<file path="src/rtl/metal_hat_voice.sv">
// Metal hi-hat voice: LFSR noise, high-pass shaping, decay/choke envelope, 2-stage gain pipeline.
// Optional feature: define HAT_CHOKE_FADE_EN for a ramped choke fade instead of an instant cut.
module metal_hat_voice #(
  parameter int OUT_W       = 10,
  parameter int VEL_W       = 4,
  parameter int OPEN_RATE   = 6,
  parameter int CLOSED_RATE = 2,
  parameter int DECAY_STEP  = 1,
  parameter int FADE_STEP   = 16
) (
  input  logic             audio_tick,
  input  logic             reset,
  input  logic             trigger,
  input  logic             open_sel,
  input  logic [VEL_W-1:0] velocity,
  input  logic             choke,
  output logic [OUT_W-1:0] out,
  output logic             active
);

  typedef enum logic [1:0] {
    IDLE  = 2'd0,
    DECAY = 2'd1,
    FADE  = 2'd2
  } state_t;

  localparam int PRE_W = ((OPEN_RATE > CLOSED_RATE) ? OPEN_RATE : CLOSED_RATE) + 1;
  localparam logic [PRE_W-1:0] OPEN_WRAP   = PRE_W'((1 << OPEN_RATE) - 1);
  localparam logic [PRE_W-1:0] CLOSED_WRAP = PRE_W'((1 << CLOSED_RATE) - 1);
  localparam logic [15:0]      LFSR_SEED   = 16'hACE1;
  localparam logic [15:0]      LFSR_TAPS   = 16'hB400;

  // Right-shifting Galois form of x^16+x^14+x^13+x^11+1.
  function automatic logic [15:0] lfsr_next(input logic [15:0] v);
    logic [15:0] s;
    s = {1'b0, v[15:1]};
    if (v[0]) begin
      s = s ^ LFSR_TAPS;
    end
    return s;
  endfunction

  // First difference removes the low end; subtracting hp/8 tilts the response, then clip to unsigned.
  function automatic logic [OUT_W-1:0] hp_clip(input logic [OUT_W-1:0] cur,
                                               input logic [OUT_W-1:0] prev);
    logic signed [OUT_W:0] hp;
    logic signed [OUT_W:0] bp;
    hp = $signed({1'b0, cur}) - $signed({1'b0, prev});
    bp = hp - (hp >>> 3);
    if (bp[OUT_W]) begin
      return '0;
    end
    return bp[OUT_W-1:0];
  endfunction

  function automatic logic [OUT_W-1:0] sat_dec(input logic [OUT_W-1:0] g, input int step);
    if (int'(g) <= step) begin
      return '0;
    end
    return OUT_W'(int'(g) - step);
  endfunction

  state_t              state_q, state_d;
  logic [15:0]         lfsr_q, lfsr_d;
  logic [OUT_W-1:0]    prev_noise_q, prev_noise_d;
  logic [OUT_W-1:0]    gain_q, gain_d;
  logic [PRE_W-1:0]    pre_q, pre_d;
  logic                mode_open_q, mode_open_d;
  logic [2*OUT_W-1:0]  mult_p1_q, mult_p1_d;
  logic [OUT_W-1:0]    out_p2_q, out_p2_d;

  logic [OUT_W-1:0]    noise;
  logic [OUT_W-1:0]    hat;
  logic [OUT_W-1:0]    gain_load;
  logic [OUT_W-1:0]    decay_val;
  logic [OUT_W-1:0]    fade_val;
  logic [PRE_W-1:0]    wrap_val;
  logic                trig_ok;
  logic                unused_mult_lsbs;

  assign noise     = lfsr_q[15 -: OUT_W];
  assign hat       = hp_clip(noise, prev_noise_q);
  // Velocity lands in the top bits; the remaining bits are filled with ones for a full-scale peak.
  assign gain_load = (OUT_W'(velocity) << (OUT_W - VEL_W)) | ({OUT_W{1'b1}} >> VEL_W);
  assign decay_val = sat_dec(gain_q, DECAY_STEP);
  assign fade_val  = sat_dec(gain_q, FADE_STEP);
  assign wrap_val  = mode_open_q ? OPEN_WRAP : CLOSED_WRAP;
  assign trig_ok   = trigger && (velocity != '0);

  always_comb begin
    state_d     = state_q;
    gain_d      = gain_q;
    pre_d       = pre_q;
    mode_open_d = mode_open_q;
    if (trig_ok) begin
      state_d     = DECAY;
      gain_d      = gain_load;
      mode_open_d = open_sel;
      pre_d       = '0;
    end else begin
      case (state_q)
        DECAY: begin
          if (choke && mode_open_q) begin
`ifdef HAT_CHOKE_FADE_EN
            state_d = FADE;
`else
            state_d = IDLE;
            gain_d  = '0;
`endif
          end else if (pre_q == wrap_val) begin
            pre_d  = '0;
            gain_d = decay_val;
            if (decay_val == '0) begin
              state_d = IDLE;
            end
          end else begin
            pre_d = pre_q + 1'b1;
          end
        end
        FADE: begin
          gain_d = fade_val;
          if (fade_val == '0) begin
            state_d = IDLE;
          end
        end
        default: begin
        end
      endcase
    end
  end

  always_comb begin
    lfsr_d       = lfsr_next(lfsr_q);
    prev_noise_d = noise;
    // stage 1: shaped noise times envelope gain
    mult_p1_d    = {{OUT_W{1'b0}}, hat} * {{OUT_W{1'b0}}, gain_q};
    // stage 2: keep the upper half as the audio sample
    out_p2_d     = mult_p1_q[2*OUT_W-1:OUT_W];
  end

  assign unused_mult_lsbs = ^mult_p1_q[OUT_W-1:0];

  always_ff @(posedge audio_tick) begin
    if (reset) begin
      state_q      <= IDLE;
      lfsr_q       <= LFSR_SEED;
      prev_noise_q <= '0;
      gain_q       <= '0;
      pre_q        <= '0;
      mode_open_q  <= 1'b0;
      mult_p1_q    <= '0;
      out_p2_q     <= '0;
    end else begin
      state_q      <= state_d;
      lfsr_q       <= lfsr_d;
      prev_noise_q <= prev_noise_d;
      gain_q       <= gain_d;
      pre_q        <= pre_d;
      mode_open_q  <= mode_open_d;
      mult_p1_q    <= mult_p1_d;
      out_p2_q     <= out_p2_d;
    end
  end

  assign out    = out_p2_q;
  assign active = (state_q != IDLE);

endmodule

</file>
<file path="config.mk">
export PLATFORM = sky130hd
export DESIGN_NAME = metal_hat_voice
export DESIGN_NICKNAME = d
export VERILOG_FILES = /design/src/rtl/metal_hat_voice.sv
export SDC_FILE = /design/constraint.sdc
export NUM_CORES = 1
export LEC_CHECK = 0
export CELL_PAD_IN_SITES_DETAIL_PLACEMENT = 1
export CELL_PAD_IN_SITES_GLOBAL_PLACEMENT = 2
export CORE_UTILIZATION = 41
export DETAILED_ROUTE_END_ITERATION = 7
export DONT_BUFFER_PORTS = 1
export GPL_TIMING_DRIVEN = 0
export PLACE_DENSITY_LB_ADDON = 0.1
export SYNTH_ARGS = -nofsm -noshare
export SYNTH_HDL_FRONTEND = slang
export SYNTH_SLANG_ARGS = --single-unit
export TNS_END_PERCENT = 30
</file>
<file path="constraint.sdc">
create_clock -name audio_tick -period 11 [get_ports audio_tick]
set_input_delay 1.1 -clock audio_tick [delete_from_list [all_inputs] [get_ports audio_tick]]
set_output_delay 1.1 -clock audio_tick [all_outputs]
set_load 0.05 [all_outputs]
</file>
Yosys cells after proc, flatten, opt, wreduce, memory -nomap -nowiden
Cells that the tools add are included.
{ "word_totals": {"reg_bits": 76, "inputBits": 9, "wordCells": 63} }
{ "classes": {"n_addsub": 5, "multipliers": 1, "n_lt_le_gt_ge": 2, "eq_ne": 9, "mux": 22, "n_bitwise": 2, "n_reduce_logical": 13} }
{ "op_table": {"columns": ["op", "n"], "rows": [
  ["$mux W10", 9],
  ["$logic_not A10 Y1", 2],
  ["$mul A10 B10 Y20", 1],
  ["$pmux W10 S2", 1],
  ["$mux W16", 1],
  ["$sub A10 B10 Y11", 1],
  ["$sub A11 B8 Y11", 1],
  ["$le A10 B1 Y1 const B", 1],
  ["$le A10 B5 Y1 const B", 1],
  ["$sub A10 B1 Y10 const B", 1],
  ["$sub A10 B5 Y10 const B", 1],
  ["$ne A3 B3 Y1 const B", 3],
  ["$mux W2", 4],
  ["$ne A4 B4 Y1 const B", 2],
  ["$reduce_and A4 Y1", 2],
  ["$add A7 B1 Y7 const B", 1],
  ["$eq A7 B6 Y1", 1],
  ["$mux W7", 1],
  ["$mux W6", 1],
  ["$mux W1", 4],
  ["$not A3 Y4", 1],
  ["$pmux W2 S2", 1],
  ["$reduce_and A2 Y1", 2],
  ["$reduce_bool A2 Y1", 2],
  ["other kinds (8)", 9]
]} }

Depth between registers and ports, before layout
Gate-level depths: netlist of the first run.
{ "depth": {"depth_word": 9, "mapped_depth": 37} }

Worst setup path after synthesis of the first run
No wires, ideal clock.
{ "synth_path": {"kind": "reg2reg", "start": "register lfsr_q[6]", "end": "register mult_p1_q[18]", "setup_ns": 0.128, "arrival_time_ns": 7.662, "required_time_ns": 10.872, "path_slack_ns": 3.211, "path_stages_with_launch": 33, "n_path_buf": 1, "cell_sequence": "dfxtp_1 > inv_1 > ha_1 > fa_1 > nor2b_1 > o21ai_1 > nand2b_1 > a21o_1 > a21o_1 > a21o_1 > a21o_1 > a31o_1 > ha_1 > and4_1 > and2_1 > a211oi_1 > clkbuf_1 > nor2_1 > and2_1 > fa_1 > fa_1 > fa_1 > fa_1 > ha_1 > ha_1 > a21o_1 > a21o_1 > a21o_1 > a21o_1 > a41o_1 > a311o_1 > xnor2_1 > nor2_1"} }
{ "synth_between": {"elab_chain_len": 5} }
{ "synth_rtl": {"columns": ["item", "line", "rtl"], "rows": [
  ["start, declared", "64", "logic [15:0] lfsr_q, lfsr_d;"],
  ["start signal, assigned", "155", "lfsr_q <= lfsr_d;"],
  ["$sub A10 B10 Y11 (*)", "48", "hp = $signed({1'b0, cur}) - $signed({1'b0, prev});"],
  ["$sub A11 B8 Y11 (*)", "49", "bp = hp - (hp >>> 3);"],
  ["$mux W1", "50", "if (bp[OUT_W]) begin"],
  ["$mux W10 (*)", "53", "return bp[OUT_W-1:0];"],
  ["$mul A10 B10 Y20 (*)", "136", "mult_p1_d = {{OUT_W{1'b0}}, hat} * {{OUT_W{1'b0}}, gain_q};"],
  ["end signal, assigned", "160", "mult_p1_q <= mult_p1_d;"],
  ["end, declared", "69", "logic [2*OUT_W-1:0] mult_p1_q, mult_p1_d;"]
]} }
Mark *: on every way between the ends. The rest lies on a longest branch, timed or not.
A chain may end at the register's enable or synchronous reset.

Worst setup path in the final report of the first run
Same ends and word-level chain as after synthesis.

==> results of run 1 <==
==> worst register-to-register path: cells and delay by family, from the launching register on <==
kind	cells	cell delay, ns
compound gates	14	3.73
xor+xnor	1	0.14
fa+ha+maj	9	3.56
buf+inv	7	0.59
flops	1	0.31
simple gates	5	0.58
==> flip-flops by register name, indices dropped and copies added (netlist names) <==
name          flops
mult_p1_q        10
out              10
lfsr_q           16
gain_q           10
mode_open_q       1
state_q           1
prev_noise_q      7
pre_q             7
==> power by group through the flow <==
| stage | logic, mW | clock network, mW | registers [mW] |
|---|---|---|---|
| floorplan | 0.947 | 0 | 0.278 |
| global placement | 1.27 | 0 | 0.282 |
| detailed placement | 1.30 | 0 | 0.282 |
| CTS | 1.31 | 0.322 | 0.278 |
| global route | 1.48 | 0.331 | 0.280 |
| finish | 1.28 | 0.314 | 0.278 |
==> cell usage after synthesis (4+ instances only) <==
master	number
clkbuf_1	27
a21oi_1	28
and3_1	17
o21ai_0	8
o21ai_1	13
fa_1	63
nand2_1	67
nand3_1	7
a211oi_1	6
inv_1	97
a21o_1	15
and2_1	34
nand2b_1	5
or3_1	4
xnor2_1	22
nor2_1	54
and4_1	10
nor2b_1	22
dfxtp_1	62
or2_2	7
ha_1	76
xor2_1	13
or4_1	4
a31oi_1	9
nand4_1	5
nor3_1	14
==> stage by stage <==
| stage | setup slack, ns | instance area (um^2) |
|---|---|---|
| CTS | 1.85 | 6830 |
| detailed placement | 1.88 | 6500 |
| global placement | 2.03 | 6500 |
| floorplan | 3.21 | 6270 |
| finish | 1.96 | 6830 |
| global route | 1.36 | 6830 |
==> cell families (layout without fill, tap and decap cells) <==
family | Yosys count | count (layout) | share of synthesized area (%)
AOI/OAI and AO/OA | 99 | 99 | 10.0
and+or+nand+nor | 262 | 262 | 21.9
buffers and inverters | 125 | 141 | 7.60
DFF | 62 | 62 | 19.8
adders and majority gates | 139 | 139 | 35.3
muxes | 3 | 3 | 0.479
xor gates and xnor gates | 35 | 35 | 4.89
==> layout make-up <==
| class | count | area (um^2) |
|---|---|---|
| Sequential cell | 62 | 1240 |
| Buffer | 28 | 113 |
| Multi-Input combinational cell | 538 | 4550 |
| Inverter | 97 | 364 |
| Fill cell | 1777 | 7920 |
| Clock inverter | 6 | 92.6 |
| Clock buffer | 10 | 239 |
| Tap cell | 184 | 230 |
==> layer usage <==
metal	vias to the layer above	track usage, %
li1	2399	-
met1	2424	27.9
met2	51	40.2
met3	14	2.55
met4	0	5.52
met5	-	0
==> final timing paths <==
| path | from | cells past startpoint | to | slack [ns] |
|---|---|---|---|---|
| setup reg to reg | lfsr_q[6] | 36 | mult_p1_q[18] | 1.96 |
| hold reg to reg | lfsr_q[1] | 1 | lfsr_q[0] | 0.44 |
| hold / removal | lfsr_q[1] | 1 | lfsr_q[0] | 0.44 |
| setup / recovery | lfsr_q[6] | 36 | mult_p1_q[18] | 1.96 |
==> flow_summary.ini, run 1 <==
[status]
status = complete, but fails checks
violations = design-rule violations

[layout]
antennaDiodeCount = 0
finalNonFillerCells = 925
post-route-util_pct = 46.3
mostFrequentLayoutCells = inv_1, ha_1, nand2_1
syn_to_final_growth_pct = 8.96
final_common_cell = inv_1
drive_above_1_share_pct = 4.05
final_nets = 884

[clocking]
cts_setup_buffers = 0
htree_levels = 3
cts_made_buffers = 9
cts_resized = 0
hold_buffers = 0
tritoncts = built
numClockSinks = 62
clk_pin_slew_ns = 0.06
clockBufferDepth = 2
insertion_delay_ns = 0.34
cts-root-buf = clkbuf_16

[power]
power_density_nw_per_um2 = 274
seq_power_share_pct = 14.8
intPower_uw = 934
ir_worst_vdd_v = 0.000115
clock_power_share_pct = 16.7
power_mw = 1.88
p_leak_nw = 3.39
power.net_switching_uw = 941
power.share.switching_pct = 50.2
p_comb_share_pct = 68.5

[detailed_routing]
antenna_left = 0
wl_met1_um = 7340
drt_iter0_markers = 198
vias_per_cell = 5.28
first_pass_iters = 6
dr_wl_met2_um = 8220
drcViolationCount = 3
routed_wl_um = 16100
vias = 4888
wl_met3_um = 316
top_layer = met4
wl_per_cell_um = 17.4

[synth]
ys_top_cells_by_area = fa_1, dfxtp_1, ha_1
synth-seq-area-share_pct = 19.8
syn_inst = 725
synth.cell_area_um2 = 6270
syn_nets = 873
synthFlopType = dfxtp_1
ys_seq_elements = 62
synth_top_area_share_pct = 20.1
ys_types = 52
ys_warn_count = 0
avgSynthCellArea_um2 = 8.65
synth_top_area_cell = fa_1
synthArstFlopShare_pct = 0
synth_edf_count = 0

[global_route]
grtUsageTotal_pct = 22.2
antenna_found_initial = 0
grt_overflow = 0
grt_max_degree = 13
grt_pass1_wl_um = 27300
grt_pass1_vias = 5414

[die]
initial_utilization_pct = 42.5
die_h_um = 126
dieArea_um2 = 15800
row_count = 44
ios = 20
dieWidth_um = 126
core_um2 = 14800

[critical_path]
critPathKind = reg -> reg
end_kind = flop
cp-start-kind = flop
crit_path_max_incr_delay_ns = 0.92
required_ns = 11.20
arrival_ns = 9.24
path_delay_family = compound AO/OA/AOI/OAI gates
critPathBufInv = 7
cp_slowest_cell = a21oi_1
cp_max_fo = 10

[sta]
finClkSkew_ns = 0.0137
maxSlewViolCount = 0
worst_slew_pin_slew_ns = 1.13
fin_crit_sh_pct = 82.2
max_freq_mhz = 111
relSlewSlack_pct = 24.6
fin_crit_ns = 9.04
hold_viol_final = 0
setup_viol = 0
fin_hold_ws_ns = 0.437
rsz0062_at_grt = no
finalSetupTns_ns = 0

[placed_design]
dp.final_hpwl_um = 13000
port_buffers = 0
gp_congestion = 0.847
placed_cells = 909

[run]
cap_violations = 0

[min_path]
hold_class = reg -> reg
(Power assumes the default switching activity.)
==> run 2: changes to the inputs <==
--- a/config.mk
+++ b/config.mk
@@ -7,7 +7,7 @@
 export LEC_CHECK = 0
 export CELL_PAD_IN_SITES_DETAIL_PLACEMENT = 1
 export CELL_PAD_IN_SITES_GLOBAL_PLACEMENT = 2
-export CORE_UTILIZATION = 41
+export CORE_UTILIZATION = 37
 export DETAILED_ROUTE_END_ITERATION = 7
 export DONT_BUFFER_PORTS = 1
 export GPL_TIMING_DRIVEN = 0
==> constraint.sdc (replaced) <==
create_clock -name audio_tick -period 8.1 [get_ports audio_tick]
set_input_delay 0.81 -clock audio_tick [delete_from_list [all_inputs] [get_ports audio_tick]]
set_output_delay 0.81 -clock audio_tick [all_outputs]
set_load 0.05 [all_outputs]
==> flow_summary.ini, run 2 (synthesis results as in run 1) <==
[status]
status = completed

[sta]
fin_hold_ws_ns = 0.413
fin_crit_sh_pct = 98.5
finClkSkew_ns = 0.0113
hold_viol_final = 0
worst_slew_pin_slew_ns = 0.678
maxSlewViolCount = 0
rsz0062_at_grt = yes
max_freq_mhz = 125
fin_crit_ns = 7.98
finalSetupTns_ns = 0
setup_viol = 0
relSlewSlack_pct = 54.5
setup_slack_ns = 0.123

[critical_path]
critPathKind = reg -> reg
cp-start-kind = flop
regToRegSetupSlack_ns = 0.12
crit_path_max_incr_delay_ns = 0.53
cpMostUsedCell = a21o_1
rr_worst_depth = 35
cp_max_fo = 6
end_kind = flop
arrival_ns = 8.18
required_ns = 8.30
cp_slowest_cell = fa_1

[layout]
fillers = 1945
final_common_cell = inv_1
ff_latch_area_um2 = 1240
antennaDiodeCount = 0
final_nets = 918
regMostFlops = lfsr_q
fin_area_um2 = 7520
finalNonFillerCells = 995
multi_input_area_um2 = 4900
mostFrequentLayoutCells = inv_1, nand2_1, ha_1
syn_to_final_growth_pct = 20.0
drive_above_1_share_pct = 15.2
largest_reg_flops = 16

[clocking]
cts-root-buf = clkbuf_16
tritoncts = built
hold_buffers = 0
clk_pin_slew_ns = 0.06
htree_levels = 3
numClockSinks = 62
insertion_delay_ns = 0.33
cts_made_buffers = 9
clockBufferDepth = 2

[die]
row_count = 47
initial_utilization_pct = 37.8
die_h_um = 132
dieArea_um2 = 17500
core_um2 = 16600
ios = 20
dieWidth_um = 132

[global_route]
grt_pass1_vias = 5589
antenna_found_initial = 0
grt_overflow = 0
grtUsageTotal_pct = 20.9
grt_pass1_wl_um = 28700
grt_max_degree = 12

[power]
seq_power_share_pct = 12.3
p_leak_nw = 3.61
power.net_switching_mw = 1.47
intPower_mw = 1.60
power_density_nw_per_um2 = 409
power.share.switching_pct = 48.0
ir_worst_vdd_v = 0.000150
clock_power_share_pct = 13.5
p_comb_share_pct = 74.2

[detailed_routing]
vias = 5135
routed_wl_um = 17600
antenna_left = 0
drcViolationCount = 0
first_pass_iters = 4
vias_per_cell = 5.16
wl_per_cell_um = 17.7
drt_iter0_markers = 187

[placed_design]
port_buffers = 0
dp.final_hpwl_um = 13100
gp_congestion = 0.833
dp_slack_ns = -0.991
place_area_um2 = 6550
placed_cells = 945

[run]
cap_violations = 0

[min_path]
min_delay_path_depth = 1
hold_class = reg -> reg
run 2: metrics by stage:
| step | power (mW) | utilization [%] |
|---|---|---|
| floorplan | 1.66 | - |
| global placement | 2.13 | 39.5 |
| detailed placement | 2.15 | 39.5 |
| CTS | 2.85 | 43.4 |
| global route | 3.37 | 45.4 |
| finish | 3.07 | 45.4 |
run 2: worst max-delay path, delay by kind of cell (launching register included):
| family | cells | cell delay [ns] |
|---|---|---|
| adder cells (fa/ha/maj) | 9 | 3.23 |
| AO/OA/AOI/OAI | 13 | 2.65 |
| AND/OR/NAND/NOR | 7 | 0.77 |
| buffers and inverters | 5 | 0.67 |
| flip-flops | 1 | 0.32 |
| XOR/XNOR | 1 | 0.16 |
run 2: path summary, 6_finish.rpt:
path,start,end
min,lfsr_q[1],lfsr_q[0]
min reg2reg,lfsr_q[1],lfsr_q[0]
max,lfsr_q[6],mult_p1_q[18]
max reg2reg,lfsr_q[6],mult_p1_q[18]
run 2: final cells by class:
type,instances,share of cell area (%)
repair buffers,35,3.92
clock inverters,6,1.15
multi-input cells,538,65.1
inverters,97,4.84
well taps,220,3.66
plain buffers,27,1.73
flip-flops and latches,62,16.5
clock buffers,10,3.04
run 2: power groups by stage:
stage	Combinational, mW	Sequential (mW)	Clock [mW]
final	2.28	0.378	0.414
after global placement	1.74	0.383	0
after global routing	2.55	0.382	0.438
after CTS	2.05	0.378	0.424
after floorplan	1.29	0.378	0
after detailed placement	1.77	0.385	0
run 2: per-layer routing:
metal	wire length, um	track usage [%]	vias up
li1	-	-	2475
met1	7990	25.7	2584
met2	8900	37.7	53
met3	356	2.73	23
met4	325	6.64	0
met5	0	0	-
run 2: repair_timing:
item | CTS | global route
endpoints found under the hold margin | 0 | 0
cloned | 1 | 0
endpoints found under the setup margin | 10 | 10
resized for setup | 42 | 37
pin swaps | 14 | 34
setup buffers | 22 | 12
==> run 3: changes to the inputs <==
--- a/config.mk
+++ b/config.mk
@@ -7,6 +7,7 @@
 export LEC_CHECK = 0
 export CELL_PAD_IN_SITES_DETAIL_PLACEMENT = 1
 export CELL_PAD_IN_SITES_GLOBAL_PLACEMENT = 2
+export CORE_ASPECT_RATIO = 1.1
 export CORE_UTILIZATION = 37
 export DETAILED_ROUTE_END_ITERATION = 7
 export DONT_BUFFER_PORTS = 1
==> flow_summary.ini, run 3 (synthesis results as in run 1) <==
[layout]
syn_to_final_growth_pct = 20.2
largest_reg_flops = 16
post-route-util_pct = 45.7
fin_area_um2 = 7540
regMostFlops = lfsr_q
mostFrequentLayoutCells = inv_1, nand2_1, dfxtp_1
final_common_cell = inv_1
final_nets = 917
antennaDiodeCount = 0
drive_above_1_share_pct = 15.9

[detailed_routing]
first_pass_iters = 4
wl_per_cell_um = 17.8
drcViolationCount = 0
drt_iter0_markers = 148
vias_per_cell = 5.24
routed_wl_um = 17400
vias = 5125
antenna_left = 0

[run]
cap_violations = 0

[critical_path]
required_ns = 8.29
cp_max_fo = 6
cp_slowest_cell = fa_1
crit_path_max_incr_delay_ns = 0.59
end_kind = flop
cp-start-kind = flop
critPathKind = reg -> reg
arrival_ns = 8.13
rr_worst_depth = 33

[clocking]
htree_levels = 3
clk_pin_slew_ns = 0.06
clockBufferDepth = 2
cts-root-buf = clkbuf_16
numClockSinks = 62
insertion_delay_ns = 0.33
tritoncts = built
cts_made_buffers = 9

[sta]
worst_slew_pin_slew_ns = 0.738
fin_crit_ns = 7.94
setup_slack_ns = 0.162
rsz0062_at_grt = yes
finalSetupTns_ns = 0
fin_hold_ws_ns = 0.425
fin_crit_sh_pct = 98.0
max_freq_mhz = 126
maxSlewViolCount = 0
setup_viol = 0
relSlewSlack_pct = 50.4
finClkSkew_ns = 0.0127
hold_viol_final = 0

[power]
p_leak_nw = 3.58
power_density_nw_per_um2 = 413
ir_worst_vdd_v = 0.000159

[placed_design]
place_area_um2 = 6530
port_buffers = 0
gp_congestion = 0.826
dp_slack_ns = -0.968
dp.final_hpwl_um = 13000

[global_route]
grt_pass1_wl_um = 29300
grt_max_degree = 12
grt_overflow = 0
grt_pass1_vias = 5683
antenna_found_initial = 0
grtUsageTotal_pct = 21.4

[die]
die_h_um = 139
row_count = 49
core_um2 = 16500
initial_utilization_pct = 38.0
dieArea_um2 = 17500
dieWidth_um = 126
ios = 20

[min_path]
min_delay_path_depth = 1
hold_class = reg -> reg

[status]
status = completed
## run 3: final cells by class
cell class,instances,area [um^2]
clock inverters,6,61.3
well taps,204,255
fillers,1892,8950
multi-input cells,539,4970
clock buffers,10,229
repair buffers,34,288
inverters,97,364
plain buffers,26,126
flip-flops and latches,62,1240
## run 3: path summary, 6_finish.rpt
path / startpoint / to / slack [ns]
max reg2reg: lfsr_q[6] / mult_p1_q[18] / 0.16
max: lfsr_q[6] / mult_p1_q[18] / 0.16
min: lfsr_q[1] / lfsr_q[0] / 0.43
min reg2reg: lfsr_q[1] / lfsr_q[0] / 0.43
## run 3: report_power, final
part           switching [mW]  internal [mW]
clock                   0.144          0.238
sequential             0.0386          0.339
combinational            1.33           1.03
## run 3: stage by stage
stage | power, mW | instances
3_5_place_dp | 2.15 | 929
3_3_place_gp | 2.12 | 929
5_1_grt | 3.44 | 978
6_report | 3.11 | 978
4_1_cts | 2.85 | 968
2_1_floorplan | 1.66 | 725
## run 3: layer usage
layer	vias to the layer above	global-route usage (%)	share of wire, %
li1	2471	-	-
met1	2584	26.7	45
met2	50	38.6	51
met3	20	2.62	2.0
met4	0	5.71	1.6
met5	-	0	0
## run 3: timing repair
action	4_1_cts	5_1_grt
buffers inserted	22	11
gates resized for setup	44	40
pin swaps	14	40
cloned	2	0
setup endpoints to repair	10	10
hold buffers	0	0
## run 3: critical path, delay by kind of cell (launching register included)
kind            cells  cell delay (ns)
buf+inv             4             0.54
fa+ha+maj           9             3.54
xor+xnor            2             0.33
simple gates        8             1.18
compound gates     10             1.88
flops               1             0.33
